**src/rtl/pc_compute.sv**
```systemverilog
// Program counter register with next-PC selection: jump target, taken branch, or sequential step.
// Latency: one cycle. The new pc is visible after the rising edge that samples the inputs.
// Backpressure: none. There is no stall input, so the pc advances on every edge while reset is low.
//
// Ports:
//   sysclk        in   1     clock; all state changes on the rising edge
//   reset         in   1     asynchronous, active-high; forces pc to RESET_VECTOR at once
//   immediate     in   XLEN  sign-extended immediate from the immediate generator
//   s0            in   1     jump select: load {immediate[XLEN-1:1],1'b0}
//   branch        in   1     current instruction is a conditional branch
//   alu_zero      in   1     branch condition met
//   pc            out  XLEN  current program counter (registered)
//   pc_misaligned out  1     only when PC_MISALIGN_EN is defined: the last loaded pc has pc[1:0] != 0
//
// Optional feature macro: PC_MISALIGN_EN adds the registered pc_misaligned flag.
// The flag is informational only; pc still loads the misaligned value.
module pc_compute #(
  parameter int              XLEN         = 32,
  parameter logic [XLEN-1:0] RESET_VECTOR = '0,
  parameter int              PC_STEP      = 4
) (
  input  logic            sysclk,
  input  logic            reset,
  input  logic [XLEN-1:0] immediate,
  input  logic            s0,
  input  logic            branch,
  input  logic            alu_zero,
`ifdef PC_MISALIGN_EN
  output logic            pc_misaligned,
`endif
  output logic [XLEN-1:0] pc
);

  // Next-PC source, in priority order: jump beats taken branch beats sequential step.
  typedef enum logic [1:0] {
    SRC_SEQ    = 2'd0,
    SRC_BRANCH = 2'd1,
    SRC_JUMP   = 2'd2
  } pc_src_e;

  localparam logic [XLEN-1:0] STEP = XLEN'(PC_STEP);

  logic [XLEN-1:0] pc_q;
  logic [XLEN-1:0] pc_d;
  logic [XLEN-1:0] seq_target;
  logic [XLEN-1:0] branch_target;
  logic [XLEN-1:0] jump_target;
  pc_src_e         pc_src;

  // Both adders work from the current registered pc. Carries out of the top bit are
  // discarded, so the arithmetic wraps modulo 2^XLEN.
  assign seq_target    = pc_q + STEP;
  assign branch_target = pc_q + immediate;

  // Bit 0 of a jump target is always cleared, as for JALR.
  assign jump_target   = {immediate[XLEN-1:1], 1'b0};

  always_comb begin
    pc_src = SRC_SEQ;
    if (s0) begin
      pc_src = SRC_JUMP;
    end else if (branch && alu_zero) begin
      pc_src = SRC_BRANCH;
    end
  end

  always_comb begin
    pc_d = seq_target;
    unique case (pc_src)
      SRC_JUMP:   pc_d = jump_target;
      SRC_BRANCH: pc_d = branch_target;
      SRC_SEQ:    pc_d = seq_target;
      default:    pc_d = seq_target;
    endcase
  end

  always_ff @(posedge sysclk or posedge reset) begin
    if (reset) begin
      pc_q <= RESET_VECTOR;
    end else begin
      pc_q <= pc_d;
    end
  end

  assign pc = pc_q;

`ifdef PC_MISALIGN_EN
  // The flag follows the alignment of the value being loaded, so it changes on the
  // same edge as pc and clears on the first aligned load.
  logic misaligned_q;
  logic misaligned_d;

  assign misaligned_d = |pc_d[1:0];

  always_ff @(posedge sysclk or posedge reset) begin
    if (reset) begin
      misaligned_q <= 1'b0;
    end else begin
      misaligned_q <= misaligned_d;
    end
  end

  assign pc_misaligned = misaligned_q;
`endif

endmodule

```
**config.mk**
```make
export PLATFORM = sky130hd
export DESIGN_NAME = pc_compute
export DESIGN_NICKNAME = d
export VERILOG_FILES = /design/src/rtl/pc_compute.sv
export SDC_FILE = /design/constraint.sdc
export NUM_CORES = 1
export LEC_CHECK = 0
export ABC_AREA = 1
export CAP_MARGIN = 30
export CORE_MARGIN = 4
export CORE_UTILIZATION = 42
export CTS_CLUSTER_SIZE = 8
export DETAILED_ROUTE_END_ITERATION = 8
export PLACE_DENSITY_LB_ADDON = 0.3
export SLEW_MARGIN = 10
export SYNTH_ARGS = -nofsm -noshare
export SYNTH_HDL_FRONTEND = slang
export SYNTH_SLANG_ARGS = --single-unit
```
**constraint.sdc**
```tcl
create_clock -name sysclk -period 2.5 [get_ports sysclk]
set_input_delay 0.5 -clock sysclk [delete_from_list [all_inputs] [get_ports sysclk]]
set_output_delay 0.5 -clock sysclk [all_outputs]
set_load 0.02 [all_outputs]
```
==> flow_summary.ini, run 1 <==
[die]
start_util_pct = 43.9
fp-row-count = 36
ios = 69
die_h_um = 110
die_w_um = 110
design.core.area_um2 = 9950
die_area_um2 = 12100

[layout]
diodes = 0
final_common_cell = nand2_1
layout_common_cells = 296 x nand2_1, 113 x inv_1, 68 x clkdlybuf4s50_1
final_cells = 991
nNetsFinal = 928
areaGrowthSynthToFinish_pct = 26.0
drive_gt1_share_pct = 7.93
utilization_pct = 55.3
design_area_um2 = 5510
largest_reg_flops = 32
fill_cells = 1008

[clock_network]
cts_htree_levels = 2
cts_sinks = 32
clock_latency_ps = 300
post-cts-setup-buffer-count = 0
cts_tree = done
numCtsBuffers = 5
max-clock-path-buffers = 2
holdBufCountCts = 0
path_clk_slew_ps = 80
post_cts_resized = 0
cts_root_buffer = clkbuf_8

[placement]
gp_congestion = 0.988
port_buffers = 68
hpwl_um = 12700
placed_area_um2 = 5430
dp.cells = 984

[run]
cap_viol_max_count = 0

[sta]
max_clock_freq_ghz = 0.430
whs_ps = 536
period_share_pct = 93.1
fin_worst_skew_ps = 7.53
period_needed_ps = 2330
setup_viol = 0
rsz0062_at_grt = false
slew_headroom_pct = 58.5
worst_pin_slew_ps = 621
drv_slew = 0
hold_violations = 0

[setup_path]
critical_path.startpoint_type = input port
endpoint_kind = flip-flop
slowest_stage = clkdlybuf4s50_1
path_buf_inv = 1
crit_chain = clkdlybuf4s50_1 -> ha_1 -> fa_1 -> nand2_1 -> nand3_1 -> nand3_1 -> nand2_1 -> nand2_1 -> nand2_1 -> or2_2 -> nand3_1 -> nand2_1
path_delay_family = simple AND/OR/NAND/NOR gates
slowest_delay_ps = 410
path_class = input port to flip-flop
path_common_cell = nand2_1
required_ps = 2690
crit_fanout = 4
cp.arrival_ps = 2520

[power]
power_mw = 2.69
power_density_nw_per_um2 = 488
peakVddDrop_v = 0.000209
p_leak_nw = 2.93

[synth]
synthDistinctLibCells = 34
avgSynthCellArea_um2 = 5.77
synthCells = 758
yosysSeqAreaShare_pct = 18.3
synth_warnings = 0
synth_edf_count = 0
synth_seq_cells = 32
synthFlopType = dfrtp_1
syn_nets = 828
async_flop_share_pct = 100
synth_area_um2 = 4370

[routing]
firstDrtPassIters = 5
dr_total_vias = 5193
drc = 0
antenna_left = 0
drt-total-wl_um = 15600
wl_per_cell_um = 15.8
vias_per_cell = 5.24
drt_iter0_markers = 510

[hold_path]
hold_class = flip-flop to flip-flop

[grt]
overflow = 0
grt_first_pass_wirelength_um = 24800
grt_start_max_net_pins = 33
grt_antenna_before_repair = 0
track_usage_pct = 26.6
grt_pass1_vias = 5092

[run_status]
status = finished clean
stage by stage:
stage / setup slack, ps / setup TNS [ps]
global placement: -91.5 / -256
floorplan: 492 / 0
finish: 172 / 0
global route: 8.61 / 0
detailed placement: -128 / -768
CTS: 193 / 0
power by group:
part / switching, mW / internal, mW / total, mW
Sequential: 0.123 / 0.584 / 0.707
Combinational: 0.923 / 0.642 / 1.57
Clock: 0.227 / 0.190 / 0.417
Total: 1.27 / 1.42 / 2.69
synthesized netlist by cell type, types with 2 or more instances:
cell type	n	share of area, %
nor3_2	4	0.92
a21boi_1	2	0.34
inv_1	113	9.7
nor2_4	3	0.77
inv_2	2	0.17
nand2_1	296	25
a22oi_1	4	0.69
nand3b_1	5	0.86
o211ai_1	3	0.52
nor3_1	14	1.6
nand2_2	5	0.72
xnor2_1	8	1.6
or2_2	7	1.0
nand3_1	65	7.4
xor2_1	13	2.6
nand4_1	4	0.57
o21bai_1	8	1.4
dfrtp_1	32	18
nor2_2	2	0.29
clkbuf_1	4	0.34
buf_2	4	0.46
ha_1	32	9.2
nor3_4	3	1.1
a21boi_0	7	1.2
nor2_1	65	5.6
o21ai_0	13	1.5
a31oi_1	2	0.29
a21oi_1	32	3.7
cell type report:
type	count	area [µm²]	area share [%]
tap	133	166	3.02
clock inverter	1	5.00	0.0909
timing repair buffer	101	928	16.9
clock buffer	6	72.6	1.32
inverter	115	432	7.84
sequential	32	801	14.5
multi-input combinational	603	3100	56.3
per-layer routing:
| layer | vias up | wire length (µm) | GRT usage [%] |
|---|---|---|---|
| met5 | - | 0 | 0 |
| met4 | 0 | 327 | 8.82 |
| met3 | 25 | 1230 | 3.09 |
| met2 | 227 | 7280 | 44.6 |
| met1 | 2355 | 6780 | 35.4 |
| li1 | 2586 | - | - |
path summary, 6_finish.rpt:
kind,cells past startpoint,to,startpoint,slack (ps)
max in group asynchronous,3,pc[25],reset,1560
worst min register to register,1,pc[0],pc[0],540
worst max register to register,11,pc[27],pc[6],360
min in group asynchronous,3,pc[5],reset,610
worst min-delay path,1,pc[0],pc[0],540
worst max-delay path,12,pc[14],immediate[0],170
logic make-up (layout without fill, tap and decap cells):
group / count (synthesis) / count (layout) / synth area share (%)
simple gates: 475 / 475 / 47.0
buf+inv: 123 / 223 / 10.7
compound gates: 74 / 74 / 10.2
fa+ha+maj: 33 / 33 / 9.62
flops: 32 / 32 / 18.3
xor+xnor: 21 / 21 / 4.21
(Power assumes the default switching activity.)
==> inputs of run 2 (changes only) <==
--- a/config.mk
+++ b/config.mk
@@ -12,6 +12,7 @@
 export CTS_CLUSTER_SIZE = 8
 export DETAILED_ROUTE_END_ITERATION = 8
 export PLACE_DENSITY_LB_ADDON = 0.3
+export SKIP_CTS_REPAIR_TIMING = 1
 export SLEW_MARGIN = 10
 export SYNTH_ARGS = -nofsm -noshare
 export SYNTH_HDL_FRONTEND = slang
==> results of run 2 <==
Same layout as run 1: the final DEF is identical, and so are final timing and power.
==> inputs of run 3 (changes only) <==
--- a/config.mk
+++ b/config.mk
@@ -9,8 +9,10 @@
 export CAP_MARGIN = 30
 export CORE_MARGIN = 4
 export CORE_UTILIZATION = 42
+export CTS_BUF_LIST = sky130_fd_sc_hd__clkbuf_4
 export CTS_CLUSTER_SIZE = 8
 export DETAILED_ROUTE_END_ITERATION = 8
+export GPL_ROUTABILITY_DRIVEN = 0
 export PLACE_DENSITY_LB_ADDON = 0.3
 export SKIP_CTS_REPAIR_TIMING = 1
 export SLEW_MARGIN = 10
==> flow_summary.ini, run 3 (synthesis results as in run 1) <==
[run_status]
status = finished clean

[routing]
wl_per_cell_um = 15.2
drt_iter0_markers = 543
drc = 0
drt-total-wl_um = 15000
antenna_left = 0
vias_per_cell = 5.25
firstDrtPassIters = 5
dr_total_vias = 5160

[layout]
final_common_cell = nand2_1
largest_reg_flops = 32
diodes = 0
nNetsFinal = 918
drive_gt1_share_pct = 6.95
areaGrowthSynthToFinish_pct = 23.8
layout_common_cells = 296 x nand2_1, 113 x inv_1, 68 x clkdlybuf4s50_1

[grt]
busiest_layer = met2
met3_usage_pct = 2.50
grt_antenna_before_repair = 0
grt_start_max_net_pins = 33
grt_pass1_vias = 4828
use_met1_pct = 33.3
overflow = 0
grt_first_pass_wirelength_um = 23500
track_usage_pct = 25.1
globalRouteMet2Util_pct = 42.5

[setup_path]
crit_start = immediate[0]
path_class = input port to flip-flop
required_ps = 2750
crit_chain = clkdlybuf4s50_1 -> ha_1 -> fa_1 -> nand2_1 -> nand3_1 -> nand3_1 -> nand2_1 -> nand2_1 -> nand2_1 -> or2_2 -> nand3_1 -> nand3_1
cp.depth = 12
crit_fanout = 4
slowest_delay_ps = 410
critical_path.startpoint_type = input port
rrSetupSlack_ps = 400
r2r_end = pc[20]
crit_end = pc[10]
r2r_cells = 10
endpoint_kind = flip-flop
path_buf_inv = 1
path_delay_family = simple AND/OR/NAND/NOR gates
cp.arrival_ps = 2490
r2r-start = pc[17]
slowest_stage = clkdlybuf4s50_1

[clock_network]
clock_latency_ps = 370
cts_htree_levels = 2
cts_root_buffer = clkbuf_4
numCtsBuffers = 5
path_clk_slew_ps = 130
cts_sinks = 32
cts_tree = done
max-clock-path-buffers = 2

[sta]
worst_pin_slew_ps = 759
slew_headroom_pct = 49.4
whs_ps = 534
rsz0062_at_grt = false
fin_worst_skew_ps = 18.2
period_needed_ps = 2240
max_clock_freq_ghz = 0.447
drv_slew = 0
hold_violations = 0
setup_viol = 0
worst_slack_ps = 265
period_share_pct = 89.4

[die]
die_w_um = 110
fp-row-count = 36
design.core.area_um2 = 9950
start_util_pct = 43.9
ios = 69
die_h_um = 110
die_area_um2 = 12100

[power]
sw_frac_of_total_pct = 48.5
power_density_nw_per_um2 = 475
p_seq_share_pct = 27.4
combinationalPowerShare_pct = 59.0
power.net_switching_mw = 1.24
clkPwrFrac_pct = 13.6
peakVddDrop_v = 0.000201
p_leak_nw = 2.87
p_int_mw = 1.32

[run]
cap_viol_max_count = 0

[placement]
hpwl_um = 12200
port_buffers = 68
dp_slack_ps = -116

[hold_path]
hold_class = input port to async pin
[run 3: cell count changes in the layout (fill, tap and decap cells not counted), sizes merged]
cell	before	now
clkbuf	6	7
buf	33	23
[run 3: final cells by class]
class | count | area (µm²)
fillers | 1018 | 4540
repair buffers | 91 | 853
clock inverters | 1 | 3.75
clock buffers | 7 | 52.6
inverters | 115 | 432
flip-flops and latches | 32 | 801
multi-input cells | 603 | 3100
well taps | 133 | 166
[run 3: routing by layer]
| metal | wire length, µm | vias to the layer above |
|---|---|---|
| met1 | 6320 | 2331 |
| li1 | - | 2570 |
| met5 | 0 | - |
| met4 | 414 | 0 |
| met3 | 1320 | 30 |
| met2 | 6920 | 229 |
[run 3: through the flow]
step                total power, mW  cells  setup TNS, ps  utilization [%]  instance area, µm²
floorplan                      1.64    758              0                -                4370
global route                   2.76    982              0             54.4                5410
CTS                            2.55    982              0             54.4                5410
detailed placement             2.20    974           -535             53.8                5360
finish                         2.57    982              0             54.4                5410
global placement               2.17    974           -226             53.8                5360
[run 3: how the worst min path moves through the flow]
| stage | cells past startpoint | end | slack [ps] | start |
|---|---|---|---|---|
| 2_1_floorplan | 1 | pc[0] | 620 | reset |
| 3_3_place_gp | 1 | pc[0] | 520 | pc[0] |
| 3_5_place_dp | 1 | pc[0] | 520 | pc[0] |
| 4_1_cts | 3 | pc[5] | 550 | reset |
| 5_1_grt | 1 | pc[0] | 560 | pc[0] |
| 6_report | 3 | pc[17] | 530 | reset |
[run 3: worst min-delay path, stage by stage]
cell	delay, ps
clkdlybuf4s50_1	390
inv_1	50
buf_4	400
[run 3: power by group through the flow]
stage	Sequential (mW)	Combinational (mW)	Clock, mW
global placement	0.711	1.46	0
finish	0.704	1.52	0.349
floorplan	0.763	0.876	0
CTS	0.703	1.50	0.350
detailed placement	0.712	1.49	0
global route	0.718	1.67	0.370
